--- config.mk ---
export PLATFORM = sky130hd
export DESIGN_NAME = rule_set_intersect_flat
export DESIGN_NICKNAME = d
export VERILOG_FILES = /design/src/rtl/rule_set_intersect_pkg.sv /design/src/rtl/rule_set_intersect_if.sv /design/src/rtl/rule_bitmap_fifo.sv /design/src/rtl/rule_set_intersect.sv /design/src/flat_wrapper.sv
export SDC_FILE = /design/constraint.sdc
export NUM_CORES = 1
export LEC_CHECK = 0
export CAP_MARGIN = 10
export CORE_MARGIN = 5
export CORE_UTILIZATION = 30
export DETAILED_ROUTE_END_ITERATION = 10
export HOLD_SLACK_MARGIN = 0.06
export PLACE_DENSITY = 0.53
export SLEW_MARGIN = 20
export SYNTH_ARGS = -nofsm -noshare
export SYNTH_HDL_FRONTEND = slang
export SYNTH_SLANG_ARGS = --single-unit
--- constraint.sdc ---
create_clock -name clk -period 4.1 [get_ports clk]
set_input_delay 0.615 -clock clk [delete_from_list [all_inputs] [get_ports clk]]
set_output_delay 0.615 -clock clk [all_outputs]
set_load 0.02 [all_outputs]
--- src/rtl/rule_set_intersect_pkg.sv ---
// Shared widths, types and helpers for the SIP/DIP rule-set intersect block.
package rule_set_intersect_pkg;

  localparam int NUM_RULE_ID      = 8;
  localparam int RULE_ID_WIDTH    = 3;
  localparam int RULE_ENTRY_WIDTH = 1 + RULE_ID_WIDTH;
  localparam int RULE_SET_WIDTH   = NUM_RULE_ID * RULE_ENTRY_WIDTH;
  localparam int FIFO_DEPTH       = 4;

  typedef logic [NUM_RULE_ID-1:0]    bitmap_t;
  typedef logic [RULE_SET_WIDTH-1:0] rule_set_t;
  typedef logic [RULE_ID_WIDTH-1:0]  rule_id_t;

  typedef struct packed {
    logic     vld;
    rule_id_t id;
  } rule_entry_t;

  function automatic bitmap_t set_to_bitmap(input rule_set_t s);
    bitmap_t     bm;
    rule_entry_t e;
    bm = '0;
    for (int i = 0; i < NUM_RULE_ID; i++) begin
      e = s[i*RULE_ENTRY_WIDTH +: RULE_ENTRY_WIDTH];
      if (e.vld) bm[e.id] = 1'b1;
    end
    return bm;
  endfunction

  // Scan high to low so the lowest set bit is written last and wins.
  function automatic rule_id_t lowest_id(input bitmap_t v);
    rule_id_t id;
    id = '0;
    for (int k = NUM_RULE_ID-1; k >= 0; k--) begin
      if (v[k]) id = rule_id_t'(k);
    end
    return id;
  endfunction

endpackage

--- src/rtl/rule_set_intersect_if.sv ---
// Set inputs from the SIP/DIP trees and the intersect result bundle.
interface rule_set_intersect_if;
  import rule_set_intersect_pkg::*;

  logic      sip_set_valid;
  rule_set_t sip_set;
  logic      dip_set_valid;
  rule_set_t dip_set;
  logic      out_valid;
  logic      out_match;
  rule_id_t  out_rule_id;
  bitmap_t   out_match_vec;
  logic      sip_overflow;
  logic      dip_overflow;

  modport master (
    output sip_set_valid, sip_set,
    output dip_set_valid, dip_set,
    input  out_valid, out_match,
    input  out_rule_id, out_match_vec,
    input  sip_overflow, dip_overflow
  );

  modport slave (
    input  sip_set_valid, sip_set,
    input  dip_set_valid, dip_set,
    output out_valid, out_match,
    output out_rule_id, out_match_vec,
    output sip_overflow, dip_overflow
  );

endinterface

--- src/rtl/rule_bitmap_fifo.sv ---
// Count-based sync FIFO for rule bitmaps with a sticky drop flag.
module rule_bitmap_fifo #(
  parameter int WIDTH = 8,
  parameter int DEPTH = 4
) (
  input  logic             clk,
  input  logic             reset,
  input  logic             i_push,
  input  logic             i_pop,
  input  logic [WIDTH-1:0] i_din,
  output logic [WIDTH-1:0] o_dout,
  output logic             o_empty,
  output logic             o_full,
  output logic             o_overflow
);

  localparam int AW = $clog2(DEPTH);

  logic [WIDTH-1:0] r_mem [DEPTH];
  logic [AW-1:0]    r_wr_ptr;
  logic [AW-1:0]    r_rd_ptr;
  logic [AW:0]      r_count;
  logic             r_overflow;
  logic             w_pop;
  logic             w_push;

  assign o_empty    = (r_count == '0);
  assign o_full     = (r_count == (AW+1)'(DEPTH));
  assign o_dout     = r_mem[r_rd_ptr];
  assign o_overflow = r_overflow;

  // A full FIFO still takes a push when the head leaves that cycle.
  assign w_pop  = i_pop & ~o_empty;
  assign w_push = i_push & (~o_full | w_pop);

  always_ff @(posedge clk) begin
    if (w_push) r_mem[r_wr_ptr] <= i_din;
  end

  always_ff @(posedge clk) begin
    if (reset) begin
      r_wr_ptr   <= '0;
      r_rd_ptr   <= '0;
      r_count    <= '0;
      r_overflow <= 1'b0;
    end else begin
      if (w_push) r_wr_ptr <= r_wr_ptr + 1'b1;
      if (w_pop)  r_rd_ptr <= r_rd_ptr + 1'b1;
      if (w_push & ~w_pop)
        r_count <= r_count + 1'b1;
      else if (w_pop & ~w_push)
        r_count <= r_count - 1'b1;
      if (i_push & ~w_push) r_overflow <= 1'b1;
    end
  end

endmodule

--- src/rtl/rule_set_intersect.sv ---
// Aligns SIP/DIP rule sets, intersects each pair, reports lowest rule ID.
module rule_set_intersect
  import rule_set_intersect_pkg::*;
(
  input  logic                 clk,
  input  logic                 reset,
  rule_set_intersect_if.slave  bus
);

  bitmap_t  w_sip_bm;
  bitmap_t  w_dip_bm;
  bitmap_t  w_sip_head;
  bitmap_t  w_dip_head;
  bitmap_t  w_vec;
  logic     w_sip_empty;
  logic     w_dip_empty;
  logic     w_sip_full;
  logic     w_dip_full;
  logic     w_sip_ovf;
  logic     w_dip_ovf;
  logic     w_pop;
  logic     w_unused;

  logic     r_valid;
  logic     r_match;
  rule_id_t r_rule_id;
  bitmap_t  r_vec;

  assign w_sip_bm = set_to_bitmap(bus.sip_set);
  assign w_dip_bm = set_to_bitmap(bus.dip_set);

  rule_bitmap_fifo #(
    .WIDTH (NUM_RULE_ID),
    .DEPTH (FIFO_DEPTH)
  ) u_sip_fifo (
    .clk        (clk),
    .reset      (reset),
    .i_push     (bus.sip_set_valid),
    .i_pop      (w_pop),
    .i_din      (w_sip_bm),
    .o_dout     (w_sip_head),
    .o_empty    (w_sip_empty),
    .o_full     (w_sip_full),
    .o_overflow (w_sip_ovf)
  );

  rule_bitmap_fifo #(
    .WIDTH (NUM_RULE_ID),
    .DEPTH (FIFO_DEPTH)
  ) u_dip_fifo (
    .clk        (clk),
    .reset      (reset),
    .i_push     (bus.dip_set_valid),
    .i_pop      (w_pop),
    .i_din      (w_dip_bm),
    .o_dout     (w_dip_head),
    .o_empty    (w_dip_empty),
    .o_full     (w_dip_full),
    .o_overflow (w_dip_ovf)
  );

  // Full is handled inside the FIFOs; the top only needs empty.
  assign w_unused = w_sip_full ^ w_dip_full;

  assign w_pop = ~w_sip_empty & ~w_dip_empty;
  assign w_vec = w_sip_head & w_dip_head;

  always_ff @(posedge clk) begin
    if (reset) begin
      r_valid   <= 1'b0;
      r_match   <= 1'b0;
      r_rule_id <= '0;
      r_vec     <= '0;
    end else begin
      r_valid <= w_pop;
      if (w_pop) begin
        r_vec     <= w_vec;
        r_match   <= |w_vec;
        r_rule_id <= lowest_id(w_vec);
      end
    end
  end

  assign bus.out_valid     = r_valid;
  assign bus.out_match     = r_match;
  assign bus.out_rule_id   = r_rule_id;
  assign bus.out_match_vec = r_vec;
  assign bus.sip_overflow  = w_sip_ovf;
  assign bus.dip_overflow  = w_dip_ovf;

endmodule

--- src/flat_wrapper.sv ---
// flat-port wrapper written by rule: the top's interface ports become plain ports
module rule_set_intersect_flat import rule_set_intersect_pkg::*;
  (clk, reset, bus_sip_set_valid, bus_sip_set, bus_dip_set_valid, bus_dip_set, bus_out_valid, bus_out_match, bus_out_rule_id, bus_out_match_vec, bus_sip_overflow, bus_dip_overflow);
  rule_set_intersect_if bus_i ();
  input  logic clk;
  input  logic reset;
  input wire logic [$bits(bus_i.sip_set_valid)-1:0] bus_sip_set_valid;
  input wire logic [$bits(bus_i.sip_set)-1:0] bus_sip_set;
  input wire logic [$bits(bus_i.dip_set_valid)-1:0] bus_dip_set_valid;
  input wire logic [$bits(bus_i.dip_set)-1:0] bus_dip_set;
  output wire logic [$bits(bus_i.out_valid)-1:0] bus_out_valid;
  output wire logic [$bits(bus_i.out_match)-1:0] bus_out_match;
  output wire logic [$bits(bus_i.out_rule_id)-1:0] bus_out_rule_id;
  output wire logic [$bits(bus_i.out_match_vec)-1:0] bus_out_match_vec;
  output wire logic [$bits(bus_i.sip_overflow)-1:0] bus_sip_overflow;
  output wire logic [$bits(bus_i.dip_overflow)-1:0] bus_dip_overflow;
  assign bus_i.sip_set_valid = bus_sip_set_valid;
  assign bus_i.sip_set = bus_sip_set;
  assign bus_i.dip_set_valid = bus_dip_set_valid;
  assign bus_i.dip_set = bus_dip_set;
  assign bus_out_valid = bus_i.out_valid;
  assign bus_out_match = bus_i.out_match;
  assign bus_out_rule_id = bus_i.out_rule_id;
  assign bus_out_match_vec = bus_i.out_match_vec;
  assign bus_sip_overflow = bus_i.sip_overflow;
  assign bus_dip_overflow = bus_i.dip_overflow;
  rule_set_intersect u_core (.clk(clk), .reset(reset), .bus(bus_i));
endmodule
Yosys cells after proc, flatten, opt, wreduce, memory -nomap -nowiden:

Memories as Yosys holds them, arrays and structs flattened. A register that Yosys moved wholly into a read port is not among the register bits.
Cells that the tools add are included.

* add/subtract/negate cells: 8
* magnitude comparators: 32
* eq/ne operators: 2
* multiplexer cells: 68
* bitwise gates (word level): 36
* reduce and logical (&&, ||, !) cells: 21

Operator list (number)
* 8-bit two-way mux: 16
* 8-bit OR: 14
* 3-bit by 4-bit less-than comparator with 1-bit output, second input constant: 16
* 1-bit demux with 3-bit select: 16
* 3-bit by 1-bit >= comparator with 1-bit output, second input constant: 16
* 3-bit two-way mux: 12
* 1-bit two-way mux: 20
* 1-bit logical AND: 16
* 1-bit bitwise AND: 11
* 2-bit by 1-bit adder with 2-bit output, second input constant: 4
* 8-bit bitwise AND: 1
* 2-bit two-way mux: 4
* 1-bit inverter: 8
* 8-bit OR reduction: 1
* 3-bit by 1-bit adder with 3-bit output, second input constant: 2
* 3-bit == test, second input constant: 2
* 3-bit zero test: 2
* 3-bit by 1-bit subtractor with 3-bit output, second input constant: 2
* 2-bit nonzero test: 2
* 1-bit OR: 2

* bits in registers: 29
* RAM bits: 64
* input bits: 68
* output and inout bits: 15
* word-level logic and storage cells: 181
* memories kept: 2

Memories
* u_core.u_dip_fifo.r_mem: depth 4, bits a word 8, rd ports 1, clocked after memory_dff 1, wr ports 1, RTL line rule_bitmap_fifo.sv:19 `logic [WIDTH-1:0] r_mem [DEPTH];`
* u_core.u_sip_fifo.r_mem: depth 4, bits a word 8, rd ports 1, clocked after memory_dff 1, wr ports 1, RTL line rule_bitmap_fifo.sv:19

Logic depth before layout (Yosys ltp):

* word-level depth: 19
* depth in mapped cells: 11
* mapped depth without buffers: 9

Hierarchy:

A second synthesis with hierarchy kept.

* cell total of the unflattened synthesis: 453
* area total of the unflattened synthesis: 5044.8 um^2

By module, submodules not included
* rule_bitmap_fifo: times used 2, cells each 94, area an instance 1672.9 um^2, seq. area each 1161.1 um^2
* rule_set_intersect: times used 1, cells each 265, area an instance 1699.1 um^2, seq. area each 260.2 um^2

Worst setup path after synthesis:

Ideal clock, no wire load.

* path type: reg2reg
* start point: register u_core.u_sip_fifo.r_count[0]
* end point: register u_core.u_sip_fifo.r_count[2]
* library setup time: 70 ps
* arrival: 2471 ps
* required time: 4030 ps
* path slack: 1559 ps
* cell stages (with the launch flop): 12
* path buffers: 2
* period minus slack after synthesis: 2541 ps
* path through: dfxtp_1 or2_2 o32a_1 buf_4 inv_6 buf_2 ha_1 inv_1 fa_1 xor2_1 or3_1 a21oi_1

* word-level cells in the longest chain between the ends: 9
* elaborated cells on any way between the ends: 17
* classes of those cells: 2 x add/sub; 1 x eq/ne; 2 x mux; 10 x bitwise; 2 x reduce/logical

RTL lines
* start, declared: RTL line rule_bitmap_fifo.sv:22 `logic [AW:0] r_count;`
* start signal, assigned: RTL line rule_bitmap_fifo.sv:50 `r_count <= r_count + 1'b1;`
* start signal, assigned: RTL line rule_bitmap_fifo.sv:52 `r_count <= r_count - 1'b1;`
* 3-bit zero test: RTL line rule_bitmap_fifo.sv:27 `assign o_empty = (r_count == '0);`
* 1-bit inverter: RTL line rule_bitmap_fifo.sv:33, rule_set_intersect.sv:65
* 1-bit bitwise AND: RTL line rule_set_intersect.sv:65 `assign w_pop = ~w_sip_empty & ~w_dip_empty;`
* 1-bit bitwise AND: RTL line rule_bitmap_fifo.sv:33 `assign w_pop = i_pop & ~o_empty;`
* 1-bit OR: RTL line rule_bitmap_fifo.sv:34 `assign w_push = i_push & (~o_full | w_pop);`
* 1-bit bitwise AND: RTL line rule_bitmap_fifo.sv:34
* 1-bit inverter: RTL line rule_bitmap_fifo.sv:51 `else if (w_pop & ~w_push)`
* 1-bit bitwise AND: RTL line rule_bitmap_fifo.sv:51
* 2-bit nonzero test (no source line)

Parallel ways exist; a longest one is shown, timed or not. The select of a mux whose other input is x is not followed.
A chain may end at the register's enable or synchronous reset.

Worst setup path in the final report:

Ends and elaborated chain as after synthesis.

==> results.md <==
- Crit-path cells: or2_2 > o32a_1 > inv_6 > ha_1 > inv_1 > fa_1 > xor2_1 > or3_1 > a21oi_1
- Reg-to-reg startpoint: u_core.u_sip_fifo.r_count[0]$_SDFFE_PP0P_
- Hold Crit Depth: 2
- PnR worst setup slack: 1.418 ns
- Required time worst endpoint: 4.37 ns
- Total Routing Usage GR: 12.83%
- Worst hold endpoint: u_core.bus.out_rule_id[1]$_SDFFE_PP0P_
- Die area: 19,290 µm²
- CTS tree: built
- Post-synth top cells: edfxtp_1, nor2_1, nand2_1
- Top cells by area, synth: edfxtp_1, dfxtp_1, mux4_2, nor2_1, mux4_1
- Max H-tree Level: 3
- Ant. Diodes: 0
- Post-route minimum period: 2.682 ns
- CTS Buffer Depth: 2
- Initial antenna violation count: 0
- R2r setup slk: 1.42 ns
- First-pass GRT wire length: 19.86 mm
- Count of buffers from port buffering: 82
- Gate Count Post-Synth: 449
- Via Count: 3,832
- DP HPWL: 9.805 mm
- Post-synth top area cell: edfxtp_1
- Final instance area: 6321 µm²
- Synthesized area per cell: 11.10 µm²
- Final WL: 12.41 mm
- Static Leakage: 2.145 nW
- Clock Latency Late Sink: 0.33 ns
- Area delta synth->final: 26.81%
- Data arrival, critical path: 2.95 ns
- Combinational cell fraction of total power: 32.5%
- CTS Root Cell: clkbuf_16
- Final slew viol count: 0
- GRT overflow: 0
- Capturing point of the worst reg2reg path: u_core.u_sip_fifo.r_count[2]$_SDFFE_PP0P_
- Post_cts resized: 0
- Pre-CTS setup slack: 1.178 ns
- Final setup TNS: 0 ns
- Int Pwr: 2.254 mW
- Critical path peak fanout: 19
- Vias in the first global route: 3,815
- Count of unique library cells instantiated by Yosys: 53
- Final setup vio count: 0
- Starting Density: 30.27%
- FF+latch count, synth: 97
- Nets: 611
- Layout cells sized above 1: 5.970%
- Most frequent cell after synthesis: edfxtp_1
- Worst Hold Class: flip-flop to flip-flop
- Sequential area share after synthesis: 51.81%
- Post-route clock period utilization: 65.41%
- Pre-antenna DRT Iters: 5
- Synth top area share: 38.55%
- Post-synth EDFFs: 64
- Setup Fix Bufs, Post-CTS: 0
- Syn nets: 529
- Wirelength per Cell: 16.41 µm
- GPL Wtd Cong: 0.8796
- Die W: 138.9 µm
- Residual DRC: 0
- Sw power: 1.060 mW
- Run status: finished, final reports clean
- Max cap viols: 0
- Number of hold violations in the final report: 0
- Hold Buf Count CTS: 0
- Startpoint types: flip-flop
- Peak Freq: 0.3729 GHz
- Synth warn: 0
- Delay-heaviest family, CP: adder cells
- DR iter-0 viols: 216
- Max stage delay on crit path: 0.44 ns
- Levels on crit path: 9
- Clock transition at path regs: 0.06 ns
- CTS Buf Count: 9
- RSZ-0062 raised after global routing: false
- Clk network pwr share: 26.3%
- Worst Setup End Kind: flip-flop
- Worst Reg2Reg Path Length in Cells: 9
- Slew HR: 60.60%
- Hold Startpoint: u_core.bus.out_rule_id[1]$_SDFFE_PP0P_
- Die height: 138.9 µm
- Largest net degree at the start of global routing: 31
- Sink Count: 97
- Via density: 5.069
- Worst-path cell with the longest stage delay: fa_1
- CP Buf/Inv Count: 2
- Row count: 47
- Async SR Flop Fraction: 0%
- Worst Skew: 0.007537 ns
- Core Area: 16,470 µm²
- Switching part of the total power: 31.98%
- Kind of critical path: flip-flop to flip-flop
- PwrDens: 524.3 nW/µm²
- I/O Pins: 83
- Seq pwr share: 41.2%
- Worst slew pin tran: 0.5837 ns
- Mapped Area: 4985 µm²
- DP Area: 6015 µm²
- Worst VDD drop: 255.9 µV
- Post-DRT Antenna Nets: 0
- Dominant synthesized flop cell: edfxtp_1
==> worst min-delay path: cells and delay by family (launching register included) <==
family / cells / cell delay, ns
flops: 1 / 0.31
compound gates: 1 / 0.05
simple gates: 1 / 0.05
==> cell families (layout without fill, tap and decap cells) <==
family | after synthesis | in the layout | synth area share (%)
mux | 18 | 18 | 8.158
simple gates | 203 | 203 | 20.41
buf+inv | 27 | 114 | 2.635
fa+ha+maj | 12 | 12 | 3.313
xor+xnor | 10 | 10 | 1.757
compound gates | 82 | 82 | 11.92
flops | 97 | 97 | 51.81
==> final cells by class <==
type                            instances  area, µm²
Fill cell                            1614      10140
Sequential cell                        97       2582
Multi-Input combinational cell        325       2271
Timing Repair Buffer                   82      815.8
Tap cell                              220      275.3
Clock buffer                           10      229.0
Clock inverter                          6      82.58
Inverter                               16      65.06
==> worst max-delay path by stage <==
| stage | start | to | slack, ns |
|---|---|---|---|
| 2_1_floorplan | u_core.u_sip_fifo.r_count[0]$_SDFFE_PP0P_ | u_core.u_sip_fifo.r_count[2]$_SDFFE_PP0P_ | 1.56 |
| 3_3_place_gp | bus_dip_set_valid | u_core.u_dip_fifo.r_count[2]$_SDFFE_PP0P_ | 1.30 |
| 3_5_place_dp | bus_dip_set_valid | u_core.u_dip_fifo.r_count[2]$_SDFFE_PP0P_ | 1.18 |
| 4_1_cts | u_core.u_sip_fifo.r_count[0]$_SDFFE_PP0P_ | u_core.u_sip_fifo.r_count[2]$_SDFFE_PP0P_ | 1.38 |
| 5_1_grt | u_core.u_sip_fifo.r_count[0]$_SDFFE_PP0P_ | u_core.u_sip_fifo.r_count[2]$_SDFFE_PP0P_ | 1.25 |
| 6_report | u_core.u_sip_fifo.r_count[0]$_SDFFE_PP0P_ | u_core.u_sip_fifo.r_count[2]$_SDFFE_PP0P_ | 1.42 |
==> power groups by stage <==
stage	Combinational (mW)	Sequential, mW	Clock, mW
after floorplan	0.760	1.37	0
after global placement	1.07	1.39	0
after detailed placement	1.09	1.39	0
after CTS	1.10	1.37	0.893
after global routing	1.19	1.39	0.937
final	1.08	1.37	0.871
==> registers in the layout, summed over array words and instances, names as in the netlist, 3 cells and up, named ones only <==
name,cells
u_core.u_dip_fifo.r_mem,32
u_core.bus.out_rule_id,3
u_core.u_sip_fifo.r_mem,32
u_core.bus.out_match_vec,8
u_core.u_sip_fifo.r_count,3
u_core.u_dip_fifo.r_count,3
==> layout by cell type, fill, tap and decap left out, types with 6 or more instances in the layout <==
master           synthesis  routed
clkdlybuf4s50_1          0      81
nand2_1                 47      47
o2111ai_1               10      10
nor3_1                  20      20
xor2_1                   6       6
nor2b_1                 11      11
mux4_2                   9       9
nand3_1                 12      12
and2_1                  10      10
o22ai_1                 10      10
a21oi_1                 17      17
nor2_1                  53      53
inv_1                   15      15
nor3b_1                  7       7
o32ai_1                  6       6
mux4_1                   7       7
nand2b_1                21      21
edfxtp_1                64      64
a31oi_1                  7       7
clkbuf_16                0       9
ha_1                    10      10
dfxtp_1                 33      33
==> per-stage QoR <==
stage	total power, mW	hold WS, ns	util (%)	cells
global placement	2.452	0.4491	36.53	740
CTS	3.362	0.4573	38.42	756
floorplan	2.125	0.4847	-	449
finish	3.314	0.4534	38.39	756
detailed placement	2.481	0.4480	36.53	740
global route	3.525	0.4850	38.39	756
==> routing by layer <==
layer  up-vias  track usage [%]  share of wire, %
li1       1875                -                 -
met1      1836            17.23                45
met2       107            20.86                48
met3        14            2.966               4.8
met4         0            3.605               1.4
met5         -                0                 0
Note: power is estimated with default switching activity, not from simulation.
